### src/rtl/axil_cfg_pkg.sv
// Shared types for the AXI4-lite configuration master: FSM state encoding,
// AXI response codes, command/response bundles and a saturating counter helper.
package axil_cfg_pkg;

  typedef enum logic [2:0] {
    IDLE    = 3'd0,
    WR      = 3'd1,
    WR_RESP = 3'd2,
    RD_ADDR = 3'd3,
    RD_DATA = 3'd4,
    RSP     = 3'd5
  } axil_state_e;

  localparam logic [1:0] RESP_OKAY   = 2'b00;
  localparam logic [1:0] RESP_SLVERR = 2'b10;
  localparam logic [1:0] RESP_DECERR = 2'b11;

  localparam int unsigned AXIL_ADDR_W = 13;
  localparam int unsigned AXIL_DATA_W = 32;

  typedef struct packed {
    logic                   write;
    logic [AXIL_ADDR_W-1:0] addr;
    logic [AXIL_DATA_W-1:0] data;
  } axil_cmd_t;

  typedef struct packed {
    logic                   write;
    logic [AXIL_DATA_W-1:0] data;
    logic [1:0]             resp;
  } axil_rsp_t;

  function automatic logic [7:0] sat_inc8(input logic [7:0] v);
    return (v == 8'hFF) ? v : v + 8'd1;
  endfunction

endpackage

### src/rtl/axil_cfg_watchdog.sv
// Per-state wait counter: restarts whenever the master changes state and flags
// expiry on the TIMEOUT_CYCLES-th cycle spent in one AXI wait state.
module axil_cfg_watchdog
  import axil_cfg_pkg::*;
#(
  parameter int unsigned TIMEOUT_CYCLES = 1024
) (
  input  logic        clk,
  input  logic        reset_n,
  input  axil_state_e i_state,
  output logic        o_expired
);

  localparam logic [15:0] LP_LIMIT = 16'(TIMEOUT_CYCLES - 1);

  axil_state_e r_prev;
  logic [15:0] r_cnt;
  logic        w_waiting;
  logic [15:0] w_cnt;

  // The first cycle of any state counts as zero, so the limit is per state entry.
  always_comb begin
    w_waiting = (i_state == WR) || (i_state == WR_RESP) ||
                (i_state == RD_ADDR) || (i_state == RD_DATA);
    w_cnt     = (i_state != r_prev) ? 16'd0 : r_cnt;
    o_expired = w_waiting && (w_cnt == LP_LIMIT);
  end

  always_ff @(posedge clk) begin
    if (!reset_n) begin
      r_prev <= IDLE;
      r_cnt  <= 16'd0;
    end else begin
      r_prev <= i_state;
      r_cnt  <= w_waiting ? (w_cnt + 16'd1) : 16'd0;
    end
  end

endmodule

### src/rtl/axil_cfg_master.sv
// AXI4-lite master running one register read/write per command.
// Optional watchdog abort is enabled with `define AXIL_CFG_MASTER_TIMEOUT_EN.
module axil_cfg_master
  import axil_cfg_pkg::*;
#(
  parameter int unsigned ADDR_WIDTH     = 13,
  parameter int unsigned DATA_WIDTH     = 32,
  parameter int unsigned TIMEOUT_CYCLES = 1024
) (
  input  logic                  clk,
  input  logic                  reset_n,
  input  logic                  cmd_valid,
  output logic                  cmd_ready,
  input  logic                  cmd_write,
  input  logic [ADDR_WIDTH-1:0] cmd_addr,
  input  logic [DATA_WIDTH-1:0] cmd_data,
  output logic                  rsp_valid,
  input  logic                  rsp_ready,
  output logic                  rsp_write,
  output logic [DATA_WIDTH-1:0] rsp_data,
  output logic [1:0]            rsp_resp,
  output logic [7:0]            err_count,
  output logic                  busy,
  output logic [ADDR_WIDTH-1:0] m_awaddr,
  output logic                  m_awvalid,
  input  logic                  m_awready,
  output logic [DATA_WIDTH-1:0] m_wdata,
  output logic                  m_wvalid,
  input  logic                  m_wready,
  input  logic [1:0]            m_bresp,
  input  logic                  m_bvalid,
  output logic                  m_bready,
  output logic [ADDR_WIDTH-1:0] m_araddr,
  output logic                  m_arvalid,
  input  logic                  m_arready,
  input  logic [DATA_WIDTH-1:0] m_rdata,
  input  logic [1:0]            m_rresp,
  input  logic                  m_rvalid,
  output logic                  m_rready
);

  axil_state_e r_state;
  logic        r_aw_done;
  logic        r_w_done;
  logic        w_aw_hs;
  logic        w_w_hs;
  logic        w_b_hs;
  logic        w_ar_hs;
  logic        w_r_hs;
  logic        w_timeout;

  assign w_aw_hs = m_awvalid & m_awready;
  assign w_w_hs  = m_wvalid  & m_wready;
  assign w_b_hs  = m_bvalid  & m_bready;
  assign w_ar_hs = m_arvalid & m_arready;
  assign w_r_hs  = m_rvalid  & m_rready;

`ifdef AXIL_CFG_MASTER_TIMEOUT_EN
  axil_cfg_watchdog #(
    .TIMEOUT_CYCLES(TIMEOUT_CYCLES)
  ) u_watchdog (
    .clk      (clk),
    .reset_n  (reset_n),
    .i_state  (r_state),
    .o_expired(w_timeout)
  );
`else
  assign w_timeout = 1'b0;
`endif

  // Command FSM; every output is a register updated here.
  always_ff @(posedge clk) begin
    if (!reset_n) begin
      r_state   <= IDLE;
      r_aw_done <= 1'b0;
      r_w_done  <= 1'b0;
      cmd_ready <= 1'b0;
      rsp_valid <= 1'b0;
      rsp_write <= 1'b0;
      rsp_data  <= {DATA_WIDTH{1'b0}};
      rsp_resp  <= RESP_OKAY;
      err_count <= 8'd0;
      busy      <= 1'b0;
      m_awaddr  <= {ADDR_WIDTH{1'b0}};
      m_awvalid <= 1'b0;
      m_wdata   <= {DATA_WIDTH{1'b0}};
      m_wvalid  <= 1'b0;
      m_bready  <= 1'b0;
      m_araddr  <= {ADDR_WIDTH{1'b0}};
      m_arvalid <= 1'b0;
      m_rready  <= 1'b0;
    end else if (w_timeout) begin
      // Abandon the stalled transaction and report it as a slave error.
      m_awvalid <= 1'b0;
      m_wvalid  <= 1'b0;
      m_bready  <= 1'b0;
      m_arvalid <= 1'b0;
      m_rready  <= 1'b0;
      rsp_data  <= {DATA_WIDTH{1'b0}};
      rsp_resp  <= RESP_SLVERR;
      rsp_valid <= 1'b1;
      err_count <= sat_inc8(err_count);
      r_state   <= RSP;
    end else begin
      case (r_state)
        IDLE: begin
          if (cmd_ready && cmd_valid) begin
            cmd_ready <= 1'b0;
            busy      <= 1'b1;
            rsp_write <= cmd_write;
            m_awaddr  <= cmd_addr;
            m_araddr  <= cmd_addr;
            m_wdata   <= cmd_data;
            r_aw_done <= 1'b0;
            r_w_done  <= 1'b0;
            if (cmd_write) begin
              m_awvalid <= 1'b1;
              m_wvalid  <= 1'b1;
              r_state   <= WR;
            end else begin
              m_arvalid <= 1'b1;
              r_state   <= RD_ADDR;
            end
          end else begin
            cmd_ready <= 1'b1;
          end
        end
        WR: begin
          if (w_aw_hs) begin
            m_awvalid <= 1'b0;
            r_aw_done <= 1'b1;
          end
          if (w_w_hs) begin
            m_wvalid <= 1'b0;
            r_w_done <= 1'b1;
          end
          if ((r_aw_done || w_aw_hs) && (r_w_done || w_w_hs)) begin
            m_bready <= 1'b1;
            r_state  <= WR_RESP;
          end
        end
        WR_RESP: begin
          if (w_b_hs) begin
            m_bready  <= 1'b0;
            rsp_data  <= {DATA_WIDTH{1'b0}};
            rsp_resp  <= m_bresp;
            rsp_valid <= 1'b1;
            err_count <= (m_bresp != RESP_OKAY) ? sat_inc8(err_count) : err_count;
            r_state   <= RSP;
          end
        end
        RD_ADDR: begin
          if (w_ar_hs) begin
            m_arvalid <= 1'b0;
            m_rready  <= 1'b1;
            r_state   <= RD_DATA;
          end
        end
        RD_DATA: begin
          if (w_r_hs) begin
            m_rready  <= 1'b0;
            rsp_data  <= m_rdata;
            rsp_resp  <= m_rresp;
            rsp_valid <= 1'b1;
            err_count <= (m_rresp != RESP_OKAY) ? sat_inc8(err_count) : err_count;
            r_state   <= RSP;
          end
        end
        RSP: begin
          if (rsp_ready) begin
            rsp_valid <= 1'b0;
            cmd_ready <= 1'b1;
            busy      <= 1'b0;
            r_state   <= IDLE;
          end
        end
        default: begin
          m_awvalid <= 1'b0;
          m_wvalid  <= 1'b0;
          m_bready  <= 1'b0;
          m_arvalid <= 1'b0;
          m_rready  <= 1'b0;
          rsp_valid <= 1'b0;
          busy      <= 1'b0;
          r_state   <= IDLE;
        end
      endcase
    end
  end

endmodule

### config.mk
export PLATFORM = sky130hd
export DESIGN_NAME = axil_cfg_master
export DESIGN_NICKNAME = d
export VERILOG_FILES = /design/src/rtl/axil_cfg_pkg.sv /design/src/rtl/axil_cfg_watchdog.sv /design/src/rtl/axil_cfg_master.sv
export SDC_FILE = /design/constraint.sdc
export NUM_CORES = 1
export LEC_CHECK = 0
export CAP_MARGIN = 10
export CORE_UTILIZATION = 60
export DETAILED_ROUTE_END_ITERATION = 8
export DONT_BUFFER_PORTS = 1
export HOLD_SLACK_MARGIN = 0.06
export PLACE_DENSITY = 0.86
export SETUP_SLACK_MARGIN = 0.1
export SLEW_MARGIN = 15
export SYNTH_ARGS = -nofsm -noshare
export SYNTH_HDL_FRONTEND = slang
export SYNTH_SLANG_ARGS = --single-unit
### constraint.sdc
create_clock -name clk -period 2.35 [get_ports clk]
set_clock_uncertainty 0.1 [all_clocks]
set_input_delay 0.235 -clock clk [delete_from_list [all_inputs] [get_ports clk]]
set_output_delay 0.235 -clock clk [all_outputs]
set_load 0.03 [all_outputs]
==> flow_metrics.env <==
export IMPL_outcome="completed"
export IMPL_r2r_end="err_count[4]"
export IMPL_grt_ovfl_total=0
export IMPL_synthesis_nets=556
export IMPL_hold_path_end="m_rready"
export IMPL_row_count=28
export IMPL_holdCritPathClass="in2reg"
export IMPL_yosysSeqAreaShare=0.522
export IMPL_cts_setup_buffers=0
export IMPL_relSlewSlack=0.562
export IMPL_syn_inst=464
export IMPL_clock_sinks=101
export IMPL_finalMaxSlewViolations=0
export IMPL_routed_wl_um=11800
export IMPL_grt_util_all_layers=0.331
export IMPL_p_per_area_nw_per_um2=912
export IMPL_critPathSlowestCell="dfxtp_1"
export IMPL_cts_root_buf="clkbuf_8"
export IMPL_drtPass1Iterations=5
export IMPL_dp_final_hpwl_um=6380
export IMPL_synth_seq_cells=101
export IMPL_vias_per_cell=6.08
export IMPL_drc=0
export IMPL_whs_path_depth=3
export IMPL_start_util=0.639
export IMPL_cp_required_ns=2.51
export IMPL_cp_end_kind="register"
export IMPL_worstSkewPairLatency_ns=0.35
export IMPL_die_width_um=82.3
export IMPL_crit_type="reg2reg"
export IMPL_grt_pass1_wl_um=16700
export IMPL_dieArea_um2=6770
export IMPL_cp_common_cell="or3_1"
export IMPL_p_leak_nw=1.77
export IMPL_met2_length_um=5880
export IMPL_startpoint_type="register"
export IMPL_maxClockFrequency_ghz=0.471
export IMPL_synth_edf_count=0
export IMPL_cp_arrival_ns=2.29
export IMPL_hp_start="m_rvalid"
export IMPL_via_count=3687
export IMPL_drtIter0Drc=292
export IMPL_place_congestion=0.909
export IMPL_wl_met3_um=1220
export IMPL_die_h_um=82.3
export IMPL_layout_drive_gt1_share=0.0697
export IMPL_r2r_cells=6
export IMPL_avgSynthCellArea_um2=8.34
export IMPL_wl_met1_um=4210
export IMPL_rrSetupSlack_ns=0.23
export IMPL_antenna_found_initial=0
export IMPL_period_share=0.903
export IMPL_cts_tree="yes"
export IMPL_first_global_vias=3562
export IMPL_yosys_warnings=0
export IMPL_crit_fanout=17
export IMPL_fin_nets=618
export IMPL_ios=200
export IMPL_min_period_ns=2.12
export IMPL_grt_max_degree=46
export IMPL_cp_num_buf_inv=1
export IMPL_crit_family="simple AND/OR/NAND/NOR gates"
export IMPL_syn_to_final_growth_pct=27.8
export IMPL_synth_ff_type="dfxtp_1"
export IMPL_dp_worst_setup_slack_ns=0.321
export IMPL_ctsLongestPathBuffers=2
export IMPL_rr_startpoint="r_state[2]"
export IMPL_synthesis_area_um2=3870
export IMPL_setup_viol=0
export IMPL_cts_buffers=9
export IMPL_cap_violations=0
export IMPL_fin_tns_setup_ns=0
export IMPL_path_clk_slew_ns=0.09
export IMPL_cp_slowest_stage_delay_ns=0.61
export IMPL_portBuffers=0
export IMPL_ir_worst_vdd_mv=0.672
export IMPL_tightestPinTransition_ns=0.657
export IMPL_ys_types=39
export IMPL_finalWorstSetupSlack_ns=0.228
export IMPL_htreeDepth=3
export IMPL_post_drt_wl_per_cell_um=19.4
export IMPL_hold_ws_ns=0.0783
export IMPL_hold_viol=0
export IMPL_core_area_um2=6060
export IMPL_ys_async_sr_fraction=0
export IMPL_ant_nets=0
export IMPL_rsz0062_at_grt="false"
export IMPL_worstPathCellList="nand2b_1 > or3_1 > nand4_1 > buf_4 > or3_1 > a21oi_1"
export IMPL_num_antenna_cells=0
export IMPL_top_layer="met4"
state kept, by name (all words and copies together), names as in the netlist:
register	cells
m_araddr	13
r_w_done	1
m_wdata	32
r_state	3
err_count	8
m_arvalid	1
m_bready	1
m_wvalid	1
cmd_ready	1
rsp_resp	2
r_aw_done	1
rsp_write	1
rsp_valid	1
m_rready	1
busy	1
rsp_data	32
m_awvalid	1
how the worst max path moves through the flow:
stage,startpoint,end,slack [ns],cells after the start
after detailed placement,r_state[1],err_count[1],0.32,6
after global placement,r_state[1],err_count[4],0.40,6
after floorplan,err_count[0],err_count[3],0.50,7
final,r_state[2],err_count[4],0.23,6
after CTS,r_state[1],err_count[4],0.21,6
after global routing,r_state[2],err_count[4],0.10,6
logic make-up after synthesis:
| family | count (synthesis) | share of synthesized area |
|---|---|---|
| compound gates | 125 | 0.197 |
| xor+xnor | 1 | 0.00226 |
| fa+ha+maj | 1 | 0.00323 |
| buf+inv | 50 | 0.0656 |
| flops | 101 | 0.522 |
| mux | 6 | 0.0162 |
| simple gates | 180 | 0.194 |
cells in the mapped netlist (2+ instances only):
cell      count  area share
nand2_1     108        0.10
dfxtp_1     101        0.52
a21oi_1      64       0.083
nor2_1       43       0.042
a22oi_1      33       0.064
clkbuf_1     18       0.017
buf_2        14       0.018
buf_4        13       0.025
o21ai_0      10       0.013
nand3_1       7      0.0091
inv_1         4      0.0039
mux2i_1       4       0.010
or3_1         4      0.0065
a31oi_1       3      0.0049
and3_1        3      0.0049
nand4_1       3      0.0049
o31ai_1       3      0.0058
a2111o_1      2      0.0058
and2_1        2      0.0032
mux2_2        2      0.0058
nand2b_1      2      0.0032
nor3_1        2      0.0026
o211ai_1      2      0.0039
or4_1         2      0.0039
per-layer routing:
layer,GRT usage,vias up
met5,0,-
met4,0.193,0
met3,0.0989,49
met2,0.593,257
met1,0.341,1681
li1,-,1700
report_power, final:
part | switching (mW) | internal [mW]
clock network | 0.579 | 0.768
registers | 0.507 | 1.87
logic | 0.460 | 0.331
cells in the final DEF (no fill, tap or decap), types with 2 or more instances in the layout:
master / count
a21oi_1: 64
bufinv_16: 3
a31oi_1: 3
dfxtp_1: 100
buf_4: 11
or4_1: 2
nor3_1: 2
clkbuf_8: 11
a22oi_1: 33
a2111o_1: 2
or3_1: 4
nand3_1: 6
nand2_1: 108
mux2i_1: 4
nand4_1: 3
o211ai_1: 2
and3_1: 3
mux2_2: 2
nor2_1: 43
o31ai_1: 3
nand2b_1: 2
and2_1: 2
o21ai_0: 10
inv_1: 4
buf_12: 2
dlygate4sd3_1: 83
what timing repair did:
item	4_1_cts	5_1_grt
endpoints found under the setup margin	0	1
hold buffers	83	0
hold endpoints to repair	88	0
gates resized for setup	0	1
through the flow:
stage | power (mW) | cells | instance area (um^2) | utilization
final | 4.51 | 606 | 4950 | 0.816
after global placement | 3.00 | 507 | 3860 | 0.636
after global routing | 4.69 | 606 | 4950 | 0.816
after CTS | 4.46 | 606 | 4940 | 0.816
after floorplan | 2.90 | 464 | 3870 | -
after detailed placement | 3.03 | 507 | 3860 | 0.636
worst reg2reg max path: cells and delay by family, from the launching register on:
| kind | cells | cell delay (ns) |
|---|---|---|
| buf+inv | 1 | 0.21 |
| simple gates | 4 | 0.93 |
| compound gates | 1 | 0.19 |
| flops | 1 | 0.61 |
layout make-up:
class	instances	area [um^2]
Clock buffer	11	151
Timing Repair Buffer	96	953
Multi-Input combinational cell	313	1600
Clock inverter	5	106
Fill cell	355	1110
Tap cell	75	93.8
Inverter	5	18.8
Sequential cell	101	2020
No activity file was read; power rests on OpenSTA's default activity.
